[src/rtl/ascon_perm_scheduler.sv]
// ascon_perm_scheduler
// Shares one single-round, combinational ASCON permutation core between two
// requesters. Jobs are granted round-robin and the round function is iterated
// N times on the captured state. The result is returned on a valid/ready
// channel, tagged with the ID of the requester that owns it.
//
// Ports:
//   clk, rst                     clock, synchronous active-high reset
//   s0_* / s1_*                  requester job channels (valid/ready, state, round count)
//   rf_state_in, rf_round        state and round index driven into the round core
//   rf_state_out                 combinational round-core result
//   m_valid/m_ready/m_state/m_id result channel
//   busy                         high while a job is running or its result is pending
//   job_count                    completed-job counter (wraps)
module ascon_perm_scheduler #(
  parameter int unsigned STATE_W    = 128,
  parameter int unsigned MAX_ROUNDS = 12
) (
  input  logic               clk,
  input  logic               rst,
  input  logic               s0_valid,
  output logic               s0_ready,
  input  logic [STATE_W-1:0] s0_state,
  input  logic [3:0]         s0_rounds,
  input  logic               s1_valid,
  output logic               s1_ready,
  input  logic [STATE_W-1:0] s1_state,
  input  logic [3:0]         s1_rounds,
  output logic [STATE_W-1:0] rf_state_in,
  output logic [3:0]         rf_round,
  input  logic [STATE_W-1:0] rf_state_out,
  output logic               m_valid,
  input  logic               m_ready,
  output logic [STATE_W-1:0] m_state,
  output logic               m_id,
  output logic               busy,
  output logic [15:0]        job_count
);

  localparam int unsigned RND_W = 4;
  localparam int unsigned CNT_W = 16;

  typedef enum logic [1:0] {
    IDLE = 2'd0,
    RUN  = 2'd1,
    DONE = 2'd2
  } fsm_e;

  fsm_e               fsm_q;
  logic [STATE_W-1:0] state_q;
  logic [RND_W-1:0]   start_q;
  logic [RND_W-1:0]   cnt_q;
  logic [RND_W-1:0]   n_q;
  logic               last_grant_q;

  logic               in_idle;
  logic               grant_vld;
  logic               grant_id;
  logic               accept;
  logic [STATE_W-1:0] sel_state;
  logic [RND_W-1:0]   sel_rounds;
  logic [RND_W-1:0]   n_clamp;

  // Round-robin grant: a tie goes to the requester not served last.
  always_comb begin
    in_idle    = (fsm_q == IDLE);
    grant_vld  = s0_valid | s1_valid;
    grant_id   = (s0_valid & s1_valid) ? ~last_grant_q : s1_valid;
    sel_state  = grant_id ? s1_state  : s0_state;
    sel_rounds = grant_id ? s1_rounds : s0_rounds;
    // A zero or out-of-range round count means a full permutation.
    if ((sel_rounds == '0) || (sel_rounds > RND_W'(MAX_ROUNDS))) begin
      n_clamp = RND_W'(MAX_ROUNDS);
    end else begin
      n_clamp = sel_rounds;
    end
    accept   = in_idle & grant_vld;
    s0_ready = accept & ~grant_id;
    s1_ready = accept &  grant_id;
  end

  // Core drive: the round index is only meaningful in RUN.
  always_comb begin
    rf_state_in = state_q;
    rf_round    = (fsm_q == RUN) ? RND_W'(start_q + cnt_q) : '0;
    busy        = (fsm_q != IDLE);
  end

  // Control FSM and datapath registers.
  always_ff @(posedge clk) begin
    if (rst) begin
      fsm_q        <= IDLE;
      state_q      <= '0;
      start_q      <= '0;
      cnt_q        <= '0;
      n_q          <= '0;
      last_grant_q <= 1'b1;
      m_valid      <= 1'b0;
      m_state      <= '0;
      m_id         <= 1'b0;
      job_count    <= '0;
    end else begin
      unique case (fsm_q)
        IDLE: begin
          if (accept) begin
            state_q      <= sel_state;
            n_q          <= n_clamp;
            start_q      <= RND_W'(RND_W'(MAX_ROUNDS) - n_clamp);
            cnt_q        <= '0;
            m_id         <= grant_id;
            last_grant_q <= grant_id;
            fsm_q        <= RUN;
          end
        end
        RUN: begin
          state_q <= rf_state_out;
          cnt_q   <= RND_W'(cnt_q + RND_W'(1));
          // This edge applies the final round.
          if (cnt_q == RND_W'(n_q - RND_W'(1))) begin
            m_state <= rf_state_out;
            m_valid <= 1'b1;
            fsm_q   <= DONE;
          end
        end
        DONE: begin
          if (m_ready) begin
            m_valid   <= 1'b0;
            job_count <= CNT_W'(job_count + CNT_W'(1));
            fsm_q     <= IDLE;
          end
        end
        default: begin
          fsm_q <= IDLE;
        end
      endcase
    end
  end

endmodule

[config.mk]
export PLATFORM = sky130hd
export DESIGN_NAME = ascon_perm_scheduler
export DESIGN_NICKNAME = d
export VERILOG_FILES = /design/src/rtl/ascon_perm_scheduler.sv
export SDC_FILE = /design/constraint.sdc
export NUM_CORES = 1
export LEC_CHECK = 0
export ABC_AREA = 1
export BUFFER_PORTS_ARGS = -buffer_cell sky130_fd_sc_hd__buf_4
export CORE_AREA = 8 8 259 261
export CTS_CLUSTER_SIZE = 14
export DETAILED_ROUTE_END_ITERATION = 10
export DIE_AREA = 0 0 267 269
export GPL_TIMING_DRIVEN = 0
export SETUP_SLACK_MARGIN = 0.3
export SYNTH_ARGS = -nofsm -noshare
export SYNTH_HDL_FRONTEND = slang
export SYNTH_SLANG_ARGS = --single-unit
[constraint.sdc]
create_clock -name clk -period 1.86 [get_ports clk]
set_input_delay 0.372 -clock clk [delete_from_list [all_inputs] [get_ports clk]]
set_output_delay 0.372 -clock clk [all_outputs]
set_load 0.02 [all_outputs]
# Word-level counts from Yosys, hierarchy flattened
# Index checks and enable logic that the tools add are counted.
# classes
order_cmp	1
n_reduce_logical	12
mux	16
bitwise_logic	7
n_eq_ne	6
n_addsub	5
# op_table
cell	n
$mux W128	2
$pmux W128 S2	1
$add A16 B1 Y16 const B	1
$mux W4	4
$pmux W4 S2	1
$reduce_and A2 Y1	4
$mux W2	3
$pmux W2 S3	1
$reduce_and A3 Y1	2
$reduce_bool A2 Y1	3
$add A4 B1 Y4 const B	1
$add A4 B4 Y4	1
$and A1 B1 Y1	4
$eq A4 B4 Y1	1
$gt A4 B4 Y1 const B	1
$logic_not A4 Y1	1
$ne A2 B1 Y1 const B	2
$sub A4 B1 Y4 const B	1
$sub A4 B4 Y4 const A	1
$mux W1	3
$eq A2 B1 Y1 const B	1
$eq A2 B2 Y1 const B	1
$logic_not A2 Y1	1
$ne A2 B2 Y1 const B	1
4 further kinds	5
# word_totals
regBits	289
elab_cells	57
input_bits	397
output_inout_bits	281

# Depth between registers and ports, before layout
# depth
depth_word	7
depth_mapped	13
depth_no_buf	12

# Least setup slack after synthesis
# OpenSTA, ideal clock, no wires.
# synth_path
path_kind	reg-to-output
start	reg fsm_q[0]
end	out rf_round[2]
stages_incl_launch_ff	7
t_arrival_ps	1403
required_time_ps	1488
slack_ps	85
path_cell_list	dfxtp_1 > inv_1 > nor2_2 > buf_2 > buf_2 > o21ai_0 > a21oi_1
# synth_via
elab_chain_len	2
# synth_lines
item	line	source
start, declared	49	fsm_e fsm_q;
start signal, assigned	92	fsm_q <= IDLE;
start signal, assigned	112	fsm_q <= RUN;
start signal, assigned	122	fsm_q <= DONE;
$eq A2 B1 Y1	85	rf_round = (fsm_q == RUN) ? RND_W'(start_q + cnt_q) : '0;
$mux W4	85	
end, declared	30	output logic [3:0] rf_round,
# Every way passes these cells.

# Worst setup path after layout
# layout_path
start	reg start_q[1]
end	out rf_round[3]
# layout_via
elab_chain_len	2
# layout_lines
item	line	source
start, declared	51	logic [RND_W-1:0] start_q;
start signal, assigned	108	start_q <= RND_W'(RND_W'(MAX_ROUNDS) - n_clamp);
$add A4 B4 Y4	85	
$mux W4	85	
# Every way passes these cells.

==> out/qor.txt <==
Max-cap violations: 0
Pwr dens: 789.6 mW/mm2
Post-route worst setup slack: -492.9 ps
Clk_lat worst skew: 550 ps
CTS tree: done
Final #Nets: 3582
Via count of the first global-routing pass: 17880
# hold bufs at CTS: 0
Register cell area after layout: 0.005793 mm2
Pre-CTS setup slack: -1093 ps
Post-synth cell types: 31
Post-synthesis sequential element count: 288
Die X: 267 um
Worst rel slew slack: 36.89%
Fill cells: 6438
Yosys Warn Count: 0
Gr ovfl total: 0
Min Tclk post-route: 2353 ps
Die area: 0.07182 mm2
Register area share after synthesis: 39.09%
Gp weighted congestion: 0.8911
Top Ports: 678
Gate Count Post-Synth: 2333
Post-Synthesis Mean Instance Area: 6.322 um2
Hold Path Class: in -> reg
Multi-input gate area: 0.008502 mm2
Dpl hpwl: 62430 um
Core region area: 0.06274 mm2
Critical Path End Type: primary output
P_leak: 13.17 nW
WL/cell: 21.41 um
Initial Utilization: 23.51%
Peak VDD IR: 0.4931 mV
Setup-failing EPs final: 243
Final setup skew: 20.54 ps
CTS root buf: clkbuf_16
First-pass GRT wire length: 119500 um
Final Hold Fails: 0
Failing checks: negative setup slack
Die Height: 269 um
CP startpoint kind: register
Unrepaired setup endpoints after global routing: yes
Total clock buffers created by CTS: 35
Clk buf depth: 3
I/O Buffers: 676
CP Class: reg -> out
Iteration-0 DRC Markers: 1118
Synth area leader: dfxtp_1
CTS Sinks: 288
Total number of vias: 18640
Area growth, synth to finish: 82.60%
Largest net degree at the start of global routing: 12
Drt pass-1 iters: 6
Final worst path period share: 126.5%
CTS clk-pin slew, worst paths: 60 ps
GRT Total Usage: 22.33%
WHS: 114.9 ps
Slew @ Worst Pin: 946.6 ps
Wirelength, routed: 86700 um
Top cells by area, synth: dfxtp_1, nand2_1, inv_1
Layout cells sized above 1: 46.19%
Post-Syn Area: 0.01475 mm2
Worst Path Required: 1490 ps
H-tree depth: 2
Fmax: 425.0 MHz
Final Slew Violations: 0
FP Rows: 92
Antenna-violating nets left: 0
DRC: 0
Drt via density: 4.601
Initial antenna violation count: 6
Top cell type's share of synthesized area: 39.09%
Maximum fanout along the worst path: 2
Outcome: finished with violations
Worst path arrival time: 1980 ps
Post-synth net total: 2738
==> metrics by stage <==
step	TNS [ps]	instances	power, mW	area [um2]	util [%]
4_1_cts	-39900	4015	20.83	25330	40.38
3_5_place_dp	-233020	3855	12.34	21050	33.55
3_3_place_gp	-230360	3855	12.33	21050	33.55
2_1_floorplan	0	2333	9.639	14910	-
6_report	-48270	4050	21.26	26930	42.93
5_1_grt	-70560	4048	22.09	26930	42.92
==> cell type report <==
cell class	count	area share (%)
Inverter	483	6.834
Buffer	157	5.468
Clock buffer	54	3.740
Multi-Input combinational cell	1403	31.57
Clock inverter	8	0.3763
Sequential cell	288	21.51
Tap cell	846	3.930
Timing Repair Buffer	809	26.56
Antenna cell	2	0.01858
==> logic make-up (layout without fill, tap and decap cells) <==
group                      Yosys count  in the layout  synth area share (%)
other                                0              2                     0
adders and majority gates            8              8                0.7295
AOI/OAI and AO/OA                  366            366                 14.33
buffers and inverters              642           1511                 16.92
and+or+nand+nor                   1024           1024                 28.63
DFF                                288            288                 39.09
xor gates and xnor gates             5              5                0.2969
==> where the power goes <==
| part | leakage [nW] | internal [mW] | total [mW] | switching, mW |
|---|---|---|---|---|
| clock network | 0.543 | 4.01 | 6.90 | 2.89 |
| logic | 10.3 | 3.23 | 7.39 | 4.16 |
| registers | 2.36 | 6.62 | 6.97 | 0.358 |
| total | 13.2 | 13.9 | 21.3 | 7.40 |
==> synthesized netlist by cell type <==
cell / count
inv_1: 462
xor2_1: 4
o21ai_1: 1
nor2_1: 294
a31oi_1: 59
nor4_1: 1
o21ai_4: 1
nor3_1: 5
nand4_1: 133
xnor2_1: 1
buf_4: 1
clkbuf_1: 67
a211oi_1: 71
inv_2: 21
ha_1: 7
nand3_1: 19
o21ai_0: 133
nor2_2: 3
buf_1: 25
nand2_2: 1
o211ai_1: 1
nand3b_1: 1
a311oi_1: 1
a21oi_1: 94
a22oi_1: 1
dfxtp_1: 288
buf_2: 66
o21bai_1: 3
nand2_1: 567
fa_1: 1
a21o_1: 1
==> timing repair <==
item                                    in CTS  in global routing
resized for setup                          536                391
gates cloned                                28                  4
pin swaps                                  155                209
endpoints found under the setup margin     291                283
buffers inserted                            72                 29
==> registers in the layout, indices dropped and copies added (netlist names) <==
register and count:
n_q 3, start_q 4, last_grant_q 1, rf_state_in 128
m_state 128, m_valid 1, m_id 1, cnt_q 4
job_count 16, fsm_q 2
==> layer usage <==
| layer | GRT usage, % | vias to the layer above | routed length (um) |
|---|---|---|---|
| li1 | - | 8960 | - |
| met1 | 26.77 | 8818 | 34030 |
| met2 | 38.97 | 725 | 43060 |
| met3 | 5.407 | 128 | 6916 |
| met4 | 7.352 | 4 | 2674 |
| met5 | 0 | - | 27 |
==> worst paths after layout <==
check / from / endpoint / slack, ps / depth (start not counted)
max: start_q[1]$_SDFFE_PP0P_ / rf_round[3] / -490 / 6
min: rf_state_out[6] / rf_state_in[6]$_SDFFE_PP0P_ / 110 / 3
max reg2reg: start_q[0]$_SDFFE_PP0P_ / m_state[116]$_SDFFE_PP0P_ / -380 / 17
min reg2reg: m_id$_SDFFE_PP0P_ / m_id$_SDFFE_PP0P_ / 480 / 2
==> worst max-delay path: stages, from the launching register on <==
cell     delay, ps
dfxtp_4        360
ha_4           230
a21o_1         160
a21oi_2        170
xor2_2         280
nor2_2         100
buf_6          150
==> cells in the final DEF, fill, tap and decap left out, drive strengths merged, types with 5 or more instances in the layout <==
cell type / n
buf: 897
nand2: 568
inv: 485
nor2: 297
dfxtp: 288
o21ai: 135
nand4: 133
clkbuf: 123
a21oi: 94
a211oi: 71
a31oi: 59
nand3: 19
ha: 7
nor3: 5
Note: power is estimated with default switching activity, not from simulation.
